$ cat src/rtl/traffic_pkg.sv
// traffic_pkg: shared definitions for the traffic controller sensor path.
//   - Country-light encodings carried on CT_LIGHT (3 is treated as red).
//   - ct_state_t: sensor-unit FSM states.
//   - Default parameter values for ct_sensor_unit / loop_debounce.
package traffic_pkg;

    localparam logic [1:0] LIGHT_RED    = 2'd0;
    localparam logic [1:0] LIGHT_YELLOW = 2'd1;
    localparam logic [1:0] LIGHT_GREEN  = 2'd2;

    typedef enum logic [1:0] {
        IDLE  = 2'd0,
        WAIT  = 2'd1,
        SERVE = 2'd2
    } ct_state_t;

    localparam int unsigned DEF_DEBOUNCE_CYCLES = 4;
    localparam int unsigned DEF_PASS_CYCLES     = 3;
    localparam int unsigned DEF_QUEUE_W         = 4;

endpackage

$ cat src/rtl/loop_debounce.sv
// loop_debounce: two-flop synchronizer plus debounce filter for the raw
// inductive-loop level. Emits a one-cycle arrival pulse on the edge where
// the debounced level rises.
//   clk_i       in   system clock, rising edge
//   rst_ni      in   synchronous active-low reset
//   loop_raw_i  in   asynchronous raw loop level (1 = vehicle over loop)
//   arrival_o   out  high during the cycle whose closing edge accepts a 0->1 level
module loop_debounce
    import traffic_pkg::*;
#(
    parameter int unsigned DEBOUNCE_CYCLES = DEF_DEBOUNCE_CYCLES
) (
    input  logic clk_i,
    input  logic rst_ni,
    input  logic loop_raw_i,
    output logic arrival_o
);

    localparam int unsigned CNT_W = $clog2(DEBOUNCE_CYCLES);
    localparam logic [CNT_W-1:0] CNT_LAST = CNT_W'(DEBOUNCE_CYCLES - 1);

    logic             meta_q;
    logic             sync_q;
    logic             deb_q, deb_d;
    logic [CNT_W-1:0] cnt_q, cnt_d;
    logic             mismatch;
    logic             accept;

    assign mismatch = sync_q ^ deb_q;
    // The edge that finishes the persistence window both accepts the new
    // level and (for a rising level) signals the arrival to the queue.
    assign accept    = mismatch && (cnt_q == CNT_LAST);
    assign arrival_o = accept && sync_q;

    always_comb begin
        deb_d = deb_q;
        cnt_d = '0;
        if (accept) begin
            deb_d = sync_q;
        end else if (mismatch) begin
            cnt_d = cnt_q + 1'b1;
        end
    end

    always_ff @(posedge clk_i) begin
        if (!rst_ni) begin
            meta_q <= 1'b0;
            sync_q <= 1'b0;
            deb_q  <= 1'b0;
            cnt_q  <= '0;
        end else begin
            meta_q <= loop_raw_i;
            sync_q <= meta_q;
            deb_q  <= deb_d;
            cnt_q  <= cnt_d;
        end
    end

endmodule

$ cat src/rtl/ct_sensor_unit.sv
// ct_sensor_unit: country-road vehicle sensor conditioner. Debounces the
// loop detector, counts waiting vehicles, releases one vehicle per
// PASS_CYCLES green cycles and raises CT_SENSOR while any vehicle waits.
//   CLOCK        in   system clock, rising edge
//   RESET        in   synchronous active-low reset
//   LOOP_RAW     in   asynchronous raw loop level
//   CT_LIGHT     in   country light (RED=0, YELLOW=1, GREEN=2, 3=RED)
//   CT_SENSOR    out  registered, high iff QUEUE_COUNT != 0
//   QUEUE_COUNT  out  registered number of waiting vehicles
//   OVERFLOW     out  sticky, set by an arrival at full count
// Build option: CT_YELLOW_PASS_EN lets vehicles depart on yellow as well.
module ct_sensor_unit
    import traffic_pkg::*;
#(
    parameter int unsigned DEBOUNCE_CYCLES = DEF_DEBOUNCE_CYCLES,
    parameter int unsigned PASS_CYCLES     = DEF_PASS_CYCLES,
    parameter int unsigned QUEUE_W         = DEF_QUEUE_W
) (
    input  logic               CLOCK,
    input  logic               RESET,
    input  logic               LOOP_RAW,
    input  logic [1:0]         CT_LIGHT,
    output logic               CT_SENSOR,
    output logic [QUEUE_W-1:0] QUEUE_COUNT,
    output logic               OVERFLOW
);

    localparam int unsigned TMR_W = (PASS_CYCLES > 1) ? $clog2(PASS_CYCLES) : 1;
    localparam logic [TMR_W-1:0] TMR_LAST = TMR_W'(PASS_CYCLES - 1);

    ct_state_t          state_q, state_d;
    logic [QUEUE_W-1:0] queue_q, queue_d;
    logic [TMR_W-1:0]   timer_q, timer_d;
    logic               sensor_q, sensor_d;
    logic               ovf_q, ovf_d;
    logic               arrival;
    logic               departure;
    logic               pass_light;
    logic               timer_en;

    loop_debounce #(
        .DEBOUNCE_CYCLES (DEBOUNCE_CYCLES)
    ) u_debounce (
        .clk_i      (CLOCK),
        .rst_ni     (RESET),
        .loop_raw_i (LOOP_RAW),
        .arrival_o  (arrival)
    );

`ifdef CT_YELLOW_PASS_EN
    assign pass_light = (CT_LIGHT == LIGHT_GREEN) || (CT_LIGHT == LIGHT_YELLOW);
`else
    assign pass_light = (CT_LIGHT == LIGHT_GREEN);
`endif

    assign departure = timer_en && (timer_q == TMR_LAST);
    assign timer_d   = (timer_en && !departure) ? timer_q + 1'b1 : '0;

    always_comb begin
        queue_d = queue_q;
        ovf_d   = ovf_q;
        if (arrival && !departure) begin
            if (&queue_q) begin
                ovf_d = 1'b1;
            end else begin
                queue_d = queue_q + 1'b1;
            end
        end else if (departure && !arrival) begin
            queue_d = queue_q - 1'b1;
        end
    end

    // The state follows the next queue value, so state_q != IDLE exactly
    // when queue_q != 0; the timer enable can therefore be taken from the
    // state without an extra cycle of latency.
    always_comb begin
        state_d  = state_q;
        timer_en = 1'b0;
        unique case (state_q)
            IDLE: begin
                if (queue_d != '0) state_d = WAIT;
            end
            WAIT: begin
                timer_en = pass_light;
                if (queue_d == '0)   state_d = IDLE;
                else if (pass_light) state_d = SERVE;
            end
            SERVE: begin
                timer_en = pass_light;
                if (queue_d == '0)    state_d = IDLE;
                else if (!pass_light) state_d = WAIT;
            end
            default: state_d = IDLE;
        endcase
        sensor_d = (state_d != IDLE);
    end

    always_ff @(posedge CLOCK) begin
        if (!RESET) begin
            state_q  <= IDLE;
            queue_q  <= '0;
            timer_q  <= '0;
            sensor_q <= 1'b0;
            ovf_q    <= 1'b0;
        end else begin
            state_q  <= state_d;
            queue_q  <= queue_d;
            timer_q  <= timer_d;
            sensor_q <= sensor_d;
            ovf_q    <= ovf_d;
        end
    end

    assign CT_SENSOR   = sensor_q;
    assign QUEUE_COUNT = queue_q;
    assign OVERFLOW    = ovf_q;

endmodule
$ cat config.mk
export PLATFORM = sky130hd
export DESIGN_NAME = ct_sensor_unit
export DESIGN_NICKNAME = d
export VERILOG_FILES = /design/src/rtl/traffic_pkg.sv /design/src/rtl/loop_debounce.sv /design/src/rtl/ct_sensor_unit.sv
export SDC_FILE = /design/constraint.sdc
export NUM_CORES = 1
export LEC_CHECK = 0
export ABC_AREA = 1
export CAP_MARGIN = 40
export CELL_PAD_IN_SITES_DETAIL_PLACEMENT = 1
export CELL_PAD_IN_SITES_GLOBAL_PLACEMENT = 1
export CORE_ASPECT_RATIO = 1.5
export CORE_UTILIZATION = 39
export CTS_CLUSTER_DIAMETER = 40
export DETAILED_ROUTE_END_ITERATION = 7
export GPL_ROUTABILITY_DRIVEN = 0
export PLACE_DENSITY = 0.85
export SLEW_MARGIN = 25
export SYNTH_ARGS = -nofsm -noshare
export SYNTH_HDL_FRONTEND = slang
export SYNTH_SLANG_ARGS = --single-unit
$ cat constraint.sdc
create_clock -name CLOCK -period 2.6 [get_ports CLOCK]
set_clock_uncertainty 0.15 [all_clocks]
set_input_delay 0.39 -clock CLOCK [delete_from_list [all_inputs] [get_ports CLOCK]]
set_output_delay 0.39 -clock CLOCK [all_outputs]
set_load 0.1 [all_outputs]
==> results of run 1 <==
==> registers in the layout (all words and copies together), names as in the netlist <==
| signal | count |
|---|---|
| u_debounce.meta_q | 1 |
| timer_q | 2 |
| CT_SENSOR | 1 |
| QUEUE_COUNT | 4 |
| u_debounce.deb_q | 1 |
| state_q | 2 |
| OVERFLOW | 1 |
| u_debounce.cnt_q | 2 |
| u_debounce.sync_q | 1 |
==> layer usage <==
layer  wire length [um]  part of all wire (%)  GRT usage [%]  up-vias
li1                   -                     -              -      423
met1                744                    35           16.2      404
met2               1250                    59           36.6       19
met3                 63                   3.0           3.81        5
met4                 48                   2.3           8.29        0
met5                  0                     0              0        -
==> cell type report <==
type                            instances  area [um2]  area share (%)
Timing Repair Buffer                   10        85.1            8.02
Tap cell                               23        28.8            2.71
Clock buffer                            4        26.3            2.48
Sequential cell                        15         300            28.3
Multi-Input combinational cell         82         531            50.0
Inverter                               24        90.1            8.49
==> cell usage after synthesis <==
cell type  count
xor2_1         1
nor2_8         1
o21ai_2        2
o31ai_1        1
nand2_2        4
a21oi_1        6
nand4_1        1
dfxtp_1       15
nand4_4        1
a31oi_1        4
ha_1           8
nor2_2         2
nand2_1       18
nor3_1         1
o21a_1         1
o21ai_0        3
nor2_4         1
nand3_2        5
nor4_1         2
inv_1         24
nand3_1       10
nor2_1        10
==> power by group through the flow <==
| stage | logic [uW] | registers (uW) | clock network (uW) |
|---|---|---|---|
| 2_1_floorplan | 8.23 | 238 | 0 |
| 3_3_place_gp | 17.3 | 238 | 0 |
| 3_5_place_dp | 18.0 | 238 | 0 |
| 4_1_cts | 18.1 | 233 | 143 |
| 5_1_grt | 20.4 | 233 | 156 |
| 6_report | 17.6 | 233 | 140 |
==> stage by stage <==
stage	hold WS, ns	power [uW]	std cells	setup slack, ns
3_5_place_dp	0.257	256	154	0.392
6_report	0.273	391	158	0.488
4_1_cts	0.279	394	158	0.442
3_3_place_gp	0.246	255	154	0.489
2_1_floorplan	0.240	246	121	0.182
5_1_grt	0.304	410	158	0.290
==> worst max-delay path by stage <==
stage / to / slack [ns] / from
6_report: CT_SENSOR / 0.49 / state_q[0]
5_1_grt: CT_SENSOR / 0.29 / state_q[0]
4_1_cts: CT_SENSOR / 0.44 / state_q[0]
3_5_place_dp: CT_SENSOR / 0.39 / CT_LIGHT[1]
3_3_place_gp: CT_SENSOR / 0.49 / CT_LIGHT[1]
2_1_floorplan: CT_SENSOR / 0.18 / QUEUE_COUNT[1]
==> cells by family after synthesis <==
logic type / count (synthesis) / synth area share [%]
fa+ha+maj: 8 / 10.9
simple gates: 56 / 34.6
buf+inv: 24 / 9.78
compound gates: 17 / 11.1
flops: 15 / 32.6
xor+xnor: 1 / 0.951
==> critical path, cell delays in order, from the launching register on <==
cell,delay [ns]
dfxtp_1,0.42
inv_1,0.11
ha_1,0.34
nand3_1,0.13
nor2_1,0.14
nand2_1,0.11
nand3_1,0.12
nand2_1,0.10
nor2_2,0.12
nand2_2,0.07
o21ai_2,0.12
nand2_1,0.06
==> impl_metrics.py, run 1 <==
metrics = {
    "outcome": {
        "run_status": "complete, no violations",
    },
    "final_layout": {
        "layout_commonest_cell": "inv_1",
        "area_growth_syn_to_layout_pct": 15.2,
        "drive_gt1_share_pct": 18.5,
        "fillers": 297,
        "fin_area_um2": 1060,
        "fin_nets": 149,
        "final_cell_mix": "inv_1, nand2_1, dfxtp_1",
        "diodes": 0,
        "final_core_util_pct": 47.5,
    },
    "cts": {
        "clk_latency_ns": 0.29,
        "htree_num_levels": 1,
        "hold_buffers": 0,
        "post_cts_buffers": 0,
        "clk_path_buf_depth": 2,
        "cts_tree": "yes",
        "clock-sinks": 15,
        "numCtsBuffers": 3,
        "clock-root-buffer": "clkbuf_4",
        "cts_resized": 0,
        "clk_pin_slew_ns": 0.09,
    },
    "power_and_ir_drop": {
        "p_comb_share_pct": 4.5,
        "p_seq_share_pct": 59.6,
        "switching_share_pct": 23.4,
        "switchingPower_uw": 91.4,
        "internal_power_uw": 299,
        "clkPwrFrac_pct": 35.9,
        "vdd_drop_max_mv": 0.214,
        "powerDensity_nw_per_um2": 368,
        "p_leak_uw": 0.000539,
    },
    "logic_synthesis": {
        "synth_area_leaders": "dfxtp_1, ha_1, inv_1",
        "syn_avg_cell_area_um2": 7.61,
        "synthCells": 121,
        "seq_area_frac_synth_pct": 32.6,
        "ys_types": 22,
        "yosysWarnings": 0,
        "synth_top_area_share_pct": 32.6,
        "yosysTopAreaCell": "dfxtp_1",
        "synth-seq-cells": 15,
        "netlist_area_um2": 921,
        "synth_nets": 134,
    },
    "floorplanning": {
        "initial_utilization_pct": 41.2,
        "die-area_um2": 2560,
        "die-height_um": 61.5,
        "rows": 21,
        "die_x_um": 41.7,
        "io_pins": 11,
        "core_area_um2": 2230,
    },
    "critical_path": {
        "path_max_fanout": 5,
        "worstSetupStartpointType": "register",
        "r2r_end": "CT_SENSOR",
        "reg2reg_from": "state_q[0]",
        "critPathKind": "reg -> reg",
        "end_kind": "register",
        "r2r_slack_ns": 0.49,
        "r2r_cells": 11,
        "crit_required_ns": 2.64,
        "critical_path_arrival_ns": 2.15,
    },
    "place": {
        "dpl_cell_area_um2": 1030,
        "port_buffers": 10,
        "post-dp-hpwl_um": 1730,
    },
    "sta": {
        "grt_setup_unrepaired": "no",
        "final-setup-viol-count": 0,
        "period_minus_slack_ns": 2.11,
        "hold_viol_final": 0,
        "maxSlewViolCount": 0,
        "post-route-period-util_pct": 81.2,
        "tightestPinTransition_ns": 0.287,
        "max_clock_freq_mhz": 474,
        "relSlewSlack_pct": 80.7,
        "tns_ns": 0,
    },
    "global_route": {
        "antenna_found_initial": 0,
        "grt_max_degree": 9,
        "overflow": 0,
        "grt_pass1_wl_um": 3410,
        "grtUsageTotal_pct": 17.7,
        "grt_pass1_vias": 834,
    },
    "drt": {
        "wl_per_cell_um": 13.3,
        "first_iter_violations": 11,
        "routed_wl_um": 2110,
        "vias_per_cell": 5.39,
        "vias": 851,
        "drc": 0,
        "antenna_left": 0,
        "dr.pass1.iters": 4,
    },
    "flow_run": {
        "cap_violations": 0,
    },
    "worst_hold_path": {
        "hold_class": "reg -> reg",
        "holdPathStages": 2,
        "hold_path_startpoint": "u_debounce.meta_q",
        "holdPathEnd": "u_debounce.sync_q",
    },
}
No activity file was read; power rests on OpenSTA's default activity.
==> run 2, diff against run 1 <==
clock period = 1.96 ns   (was 2.6 ns; I/O delays follow)
==> run 2 against run 1 <==
  * Combinational power grew 45%
  * Clock power rose by 27%
  * Via count up 3.5%
  * Sequential share of layout area fell by 2.8 points
  * Cell count up 6.3%
  * Maximum frequency is 11% higher
==> impl_metrics.py, run 2 (synthesized netlist as in run 1, its figures left out) <==
metrics = {
    "final_layout": {
        "layout_commonest_cell": "inv_1",
        "fin_cells": 168,
        "diodes": 0,
        "final_cell_mix": "inv_1, nand2_1, buf_4",
        "area_growth_syn_to_layout_pct": 33.3,
        "drive_gt1_share_pct": 34.5,
        "multi_input_area_um2": 558,
        "fin_nets": 159,
        "fillers": 286,
        "largest_reg_flops": 4,
        "seqCellArea_um2": 313,
    },
    "floorplanning": {
        "rows": 21,
        "die-height_um": 61.5,
        "die_x_um": 41.7,
        "die-area_um2": 2560,
        "initial_utilization_pct": 41.2,
        "core_area_um2": 2230,
        "io_pins": 11,
    },
    "critical_path": {
        "cpPeakStageDelay_ns": 0.35,
        "slowest_stage": "dfxtp_2",
        "crit_family": "simple AND/OR/NAND/NOR gates",
        "critPathKind": "reg -> reg",
        "worst-path-buf-inv": 1,
        "critical_path_arrival_ns": 1.95,
        "end_kind": "register",
        "path_max_fanout": 6,
        "worstSetupStartpointType": "register",
        "crit_required_ns": 2.00,
        "crit_top_cell": "nand2_2",
        "path_cells": "inv_2, ha_4, nand4_4, nor2_4, nand2_2, nand2_2, nand3_2, nor2_2, nand2_2, o21ai_2, nand2_1",
    },
    "cts": {
        "clock-root-buffer": "clkbuf_4",
        "htree_num_levels": 1,
        "cts_tree": "yes",
        "clk_latency_ns": 0.29,
        "hold_buffers": 0,
        "numCtsBuffers": 3,
        "clk_path_buf_depth": 2,
        "clock-sinks": 15,
        "clk_pin_slew_ns": 0.09,
    },
    "flow_run": {
        "cap_violations": 0,
    },
    "sta": {
        "relSlewSlack_pct": 81.4,
        "whs_ns": 0.276,
        "final-setup-viol-count": 0,
        "maxSlewViolCount": 0,
        "tightestPinTransition_ns": 0.277,
        "period_minus_slack_ns": 1.91,
        "max_clock_freq_mhz": 524,
        "tns_ns": 0,
        "hold_viol_final": 0,
        "post-route-period-util_pct": 97.4,
        "fin_ws_ns": 0.0518,
    },
    "power_and_ir_drop": {
        "switching_share_pct": 23.1,
        "powerDensity_nw_per_um2": 415,
        "p_leak_uw": 0.000603,
        "clkPwrFrac_pct": 35.0,
        "switchingPower_uw": 118,
        "p_seq_share_pct": 60.0,
        "vdd_drop_max_mv": 0.384,
        "p_comb_share_pct": 5.0,
        "internal_power_uw": 392,
        "finalPower_uw": 510,
    },
    "global_route": {
        "use_met3_pct": 3.81,
        "antenna_found_initial": 0,
        "met1_usage_pct": 19.1,
        "grt_pass1_wl_um": 3800,
        "grt_max_degree": 10,
        "use_met2_pct": 40.4,
        "overflow": 0,
        "grtUsageTotal_pct": 19.6,
        "grt.busiest_layer": "met2",
        "grt_pass1_vias": 902,
    },
    "drt": {
        "wl_per_cell_um": 13.8,
        "vias_per_cell": 5.24,
        "first_iter_violations": 6,
        "routed_wl_um": 2320,
        "antenna_left": 0,
        "vias": 881,
        "dr.pass1.iters": 3,
        "drc": 0,
    },
    "outcome": {
        "run_status": "complete, no violations",
    },
    "place": {
        "post-dp-hpwl_um": 1880,
        "dp.cells": 163,
        "post-place-ws_ns": -0.120,
        "port_buffers": 10,
    },
    "worst_hold_path": {
        "hold_class": "reg -> reg",
    },
}
-- run 2: stage by stage --
stage | util, % | cell area [um2]
floorplan | - | 931
global placement | 52.0 | 1160
detailed placement | 52.0 | 1160
CTS | 53.9 | 1200
global route | 55.0 | 1230
finish | 55.0 | 1230
-- run 2: final timing paths --
| kind | start | endpoint | slack [ns] | cells past startpoint |
|---|---|---|---|---|
| worst max-delay path | state_q[1] | CT_SENSOR | 0.05 | 11 |
| worst min register to register | timer_q[0] | timer_q[0] | 0.28 | 1 |
| worst min-delay path | timer_q[0] | timer_q[0] | 0.28 | 1 |
| worst max register to register | state_q[1] | CT_SENSOR | 0.05 | 11 |
-- run 2: area by class of cell --
class	instances	share of cell area (%)
multi-input cells	82	45.5
flip-flops and latches	15	25.5
repair buffers	20	17.1
inverters	24	7.34
well taps	23	2.34
clock buffers	3	1.83
clock inverters	1	0.408
-- run 2: per-layer routing --
metal | part of all wire, % | vias to the layer above | routed length (um)
met5 | 0 | - | 0
met4 | 1.9 | 0 | 44
met3 | 2.2 | 7 | 52
met2 | 56 | 10 | 1310
met1 | 40 | 423 | 917
li1 | - | 441 | -
-- run 2: power by group through the flow --
stage / sequential (uW) / clock, uW / combinational [uW]
after global routing: 306 / 195 / 27.4
after global placement: 313 / 0 / 24.5
after CTS: 306 / 184 / 25.8
after floorplan: 313 / 0 / 10.9
after detailed placement: 313 / 0 / 25.7
final: 306 / 178 / 25.6
-- run 2: repair_timing --
| action | 4_1_cts | 5_1_grt |
|---|---|---|
| buffers inserted | 0 | 1 |
| resized for setup | 2 | 8 |
| pin swaps | 2 | 2 |
| setup endpoints to repair | 2 | 3 |
==> run 3, diff against run 2 <==
ABC_AREA = unset   (was 1)
CAP_MARGIN = unset   (was 40)
CORE_UTILIZATION = 40   (was 39)
PLACE_DENSITY = 0.86   (was 0.85)
TNS_END_PERCENT = 1   (was unset)
==> run 3 against run 2 <==
  * Clock power is essentially flat
  * Highest routed layer unchanged
  * Register-to-register slack lost 0.26 ns
  * Cell count shrank 13%
  * The flow now finishes with violations (setup timing)
==> impl_metrics.py, run 3 <==
metrics = {
    "logic_synthesis": {
        "ys_async_sr_fraction_pct": 0,
        "yosysWarnings": 0,
        "syn_avg_cell_area_um2": 8.77,
        "synth_top_area_share_pct": 35.3,
        "synth-edff-count": 0,
        "synth_common_cells": "dfxtp_1, nor2_1, ha_1",
        "ys_types": 31,
        "synth_most_common_cell": "dfxtp_1",
        "synth_area_leaders": "dfxtp_1, ha_1, nor2_1",
        "synth-seq-cells": 15,
        "seq_area_frac_synth_pct": 35.3,
        "yosysTopAreaCell": "dfxtp_1",
        "synth_flop_cell": "dfxtp_1",
        "synth_nets": 110,
        "netlist_area_um2": 851,
        "synthCells": 97,
    },
    "floorplanning": {
        "die-area_um2": 2320,
        "core_area_um2": 2030,
        "initial_utilization_pct": 42.0,
        "io_pins": 11,
        "rows": 20,
        "die-height_um": 58.5,
        "die_x_um": 39.7,
    },
    "power_and_ir_drop": {
        "powerDensity_nw_per_um2": 416,
        "finalPower_uw": 506,
        "vdd_drop_max_mv": 0.336,
        "p_leak_uw": 0.000523,
    },
    "place": {
        "port_buffers": 10,
        "post-dp-hpwl_um": 1780,
        "dpl_cell_area_um2": 1140,
    },
    "cts": {
        "clk_pin_slew_ns": 0.09,
        "clock-root-buffer": "clkbuf_4",
        "hold_buffers": 0,
        "clk_latency_ns": 0.29,
        "clk_path_buf_depth": 2,
        "cts_tree": "yes",
        "htree_num_levels": 1,
        "clock-sinks": 15,
        "numCtsBuffers": 3,
    },
    "drt": {
        "drc": 0,
        "routed_wl_um": 2330,
        "routed.top_layer": "met4",
        "dr.pass1.iters": 4,
        "antenna_left": 0,
        "vias": 824,
        "met1Wirelength_um": 949,
        "wl_per_cell_um": 15.8,
        "route.met3.wl_um": 30,
        "vias_per_cell": 5.61,
        "first_iter_violations": 6,
        "route.met2.wl_um": 1310,
    },
    "sta": {
        "max_clock_freq_mhz": 462,
        "tightestPinTransition_ns": 0.330,
        "period_minus_slack_ns": 2.17,
        "maxSlewViolCount": 0,
        "relSlewSlack_pct": 77.9,
        "fin_ws_ns": -0.205,
        "grt_setup_unrepaired": "yes",
        "post-route-period-util_pct": 110,
        "hold_viol_final": 0,
        "final-setup-viol-count": 3,
    },
    "final_layout": {
        "diodes": 0,
        "final_core_util_pct": 60.0,
        "final_cell_mix": "buf_4, nor2_1, dfxtp_1",
        "area_growth_syn_to_layout_pct": 42.9,
        "drive_gt1_share_pct": 36.0,
        "fin_area_um2": 1220,
        "largest_reg_flops": 4,
        "fin_nets": 139,
        "layout_commonest_cell": "buf_4",
    },
    "worst_hold_path": {
        "hold_class": "reg -> reg",
        "holdPathEnd": "timer_q[0]",
        "holdPathStages": 1,
        "hold_path_startpoint": "timer_q[0]",
    },
    "global_route": {
        "overflow": 0,
        "antenna_found_initial": 0,
        "grt_pass1_wl_um": 3730,
        "grtUsageTotal_pct": 23.7,
        "grt_pass1_vias": 857,
        "grt_max_degree": 9,
    },
    "outcome": {
        "violations": "setup timing",
        "run_status": "complete, but fails checks",
    },
    "critical_path": {
        "path_max_fanout": 5,
        "r2r_end": "CT_SENSOR",
        "end_kind": "register",
        "critical_path_arrival_ns": 2.23,
        "reg2reg_from": "state_q[1]",
        "r2r_slack_ns": -0.21,
        "worstSetupStartpointType": "register",
        "critPathKind": "reg -> reg",
        "crit_required_ns": 2.02,
        "r2r_cells": 8,
    },
    "flow_run": {
        "cap_violations": 0,
    },
}
## run 3: cell types whose count changed after synthesis, sizes merged, moves of 4 or more
cell	previous run	this run
nand3b	0	4
inv	24	7
nand3	15	6
nand2	22	6
## run 3: per-stage QoR
step / TNS [ns] / worst slack [ns] / std cells / hold slack (ns)
finish: -0.510 / -0.205 / 147 / 0.275
global route: -0.716 / -0.269 / 147 / 0.298
CTS: -0.535 / -0.216 / 147 / 0.282
detailed placement: -1.50 / -0.424 / 140 / 0.269
global placement: -0.820 / -0.267 / 140 / 0.254
floorplan: -0.328 / -0.132 / 97 / 0.242
## run 3: final cells by class
class / instances / area, um2
inverter: 7 / 26.3
multi-input combinational: 74 / 568
clock buffer: 4 / 26.3
tap: 22 / 27.5
timing repair buffer: 25 / 248
fill: 242 / 811
sequential: 15 / 320
## run 3: worst max path at each step
| stage | end | from | slack, ns |
|---|---|---|---|
| 3_5_place_dp | CT_SENSOR | CT_LIGHT[0] | -0.42 |
| 6_report | CT_SENSOR | state_q[1] | -0.21 |
| 2_1_floorplan | state_q[1] | state_q[1] | -0.13 |
| 3_3_place_gp | CT_SENSOR | CT_LIGHT[0] | -0.27 |
| 5_1_grt | CT_SENSOR | state_q[1] | -0.27 |
| 4_1_cts | CT_SENSOR | state_q[1] | -0.22 |
## run 3: timing repair
| item | CTS | global route |
|---|---|---|
| setup endpoints to repair | 3 | 4 |
| buffers inserted | 3 | 0 |
| gates resized for setup | 2 | 4 |
| pin swaps | 1 | 0 |
| hold endpoints to repair | 0 | 0 |
## run 3: logic make-up after synthesis
kind of cell    after synthesis  share of synthesized area, %
compound gates               19                          13.5
flops                        15                          35.3
xor+xnor                      1                          1.03
mux                           3                          3.53
buf+inv                       8                          4.41
simple gates                 43                          30.4
fa+ha+maj                     8                          11.8
## run 3: report_power, final
part	internal [uW]	leakage, uW	switching, uW
Combinational	12.5	0.000382	11.1
Clock	79.1	0.0000150	102
Sequential	300	0.000126	1.78
## run 3: per-layer routing
| metal | up-vias | global-route usage [%] |
|---|---|---|
| li1 | 404 | - |
| met1 | 404 | 25.8 |
| met2 | 12 | 41.7 |
| met3 | 4 | 3.40 |
| met4 | 0 | 11.8 |
| met5 | - | 0 |
## run 3: worst max-delay path, cell delays in order, from the launching register on
cell and delay [ns]:
dfxtp_2 0.35, inv_2 0.05, ha_4 0.24, and4b_4 0.19
and2_4 0.16, or4_4 0.49, nand3_2 0.08, and3_4 0.20
mux2i_1 0.19
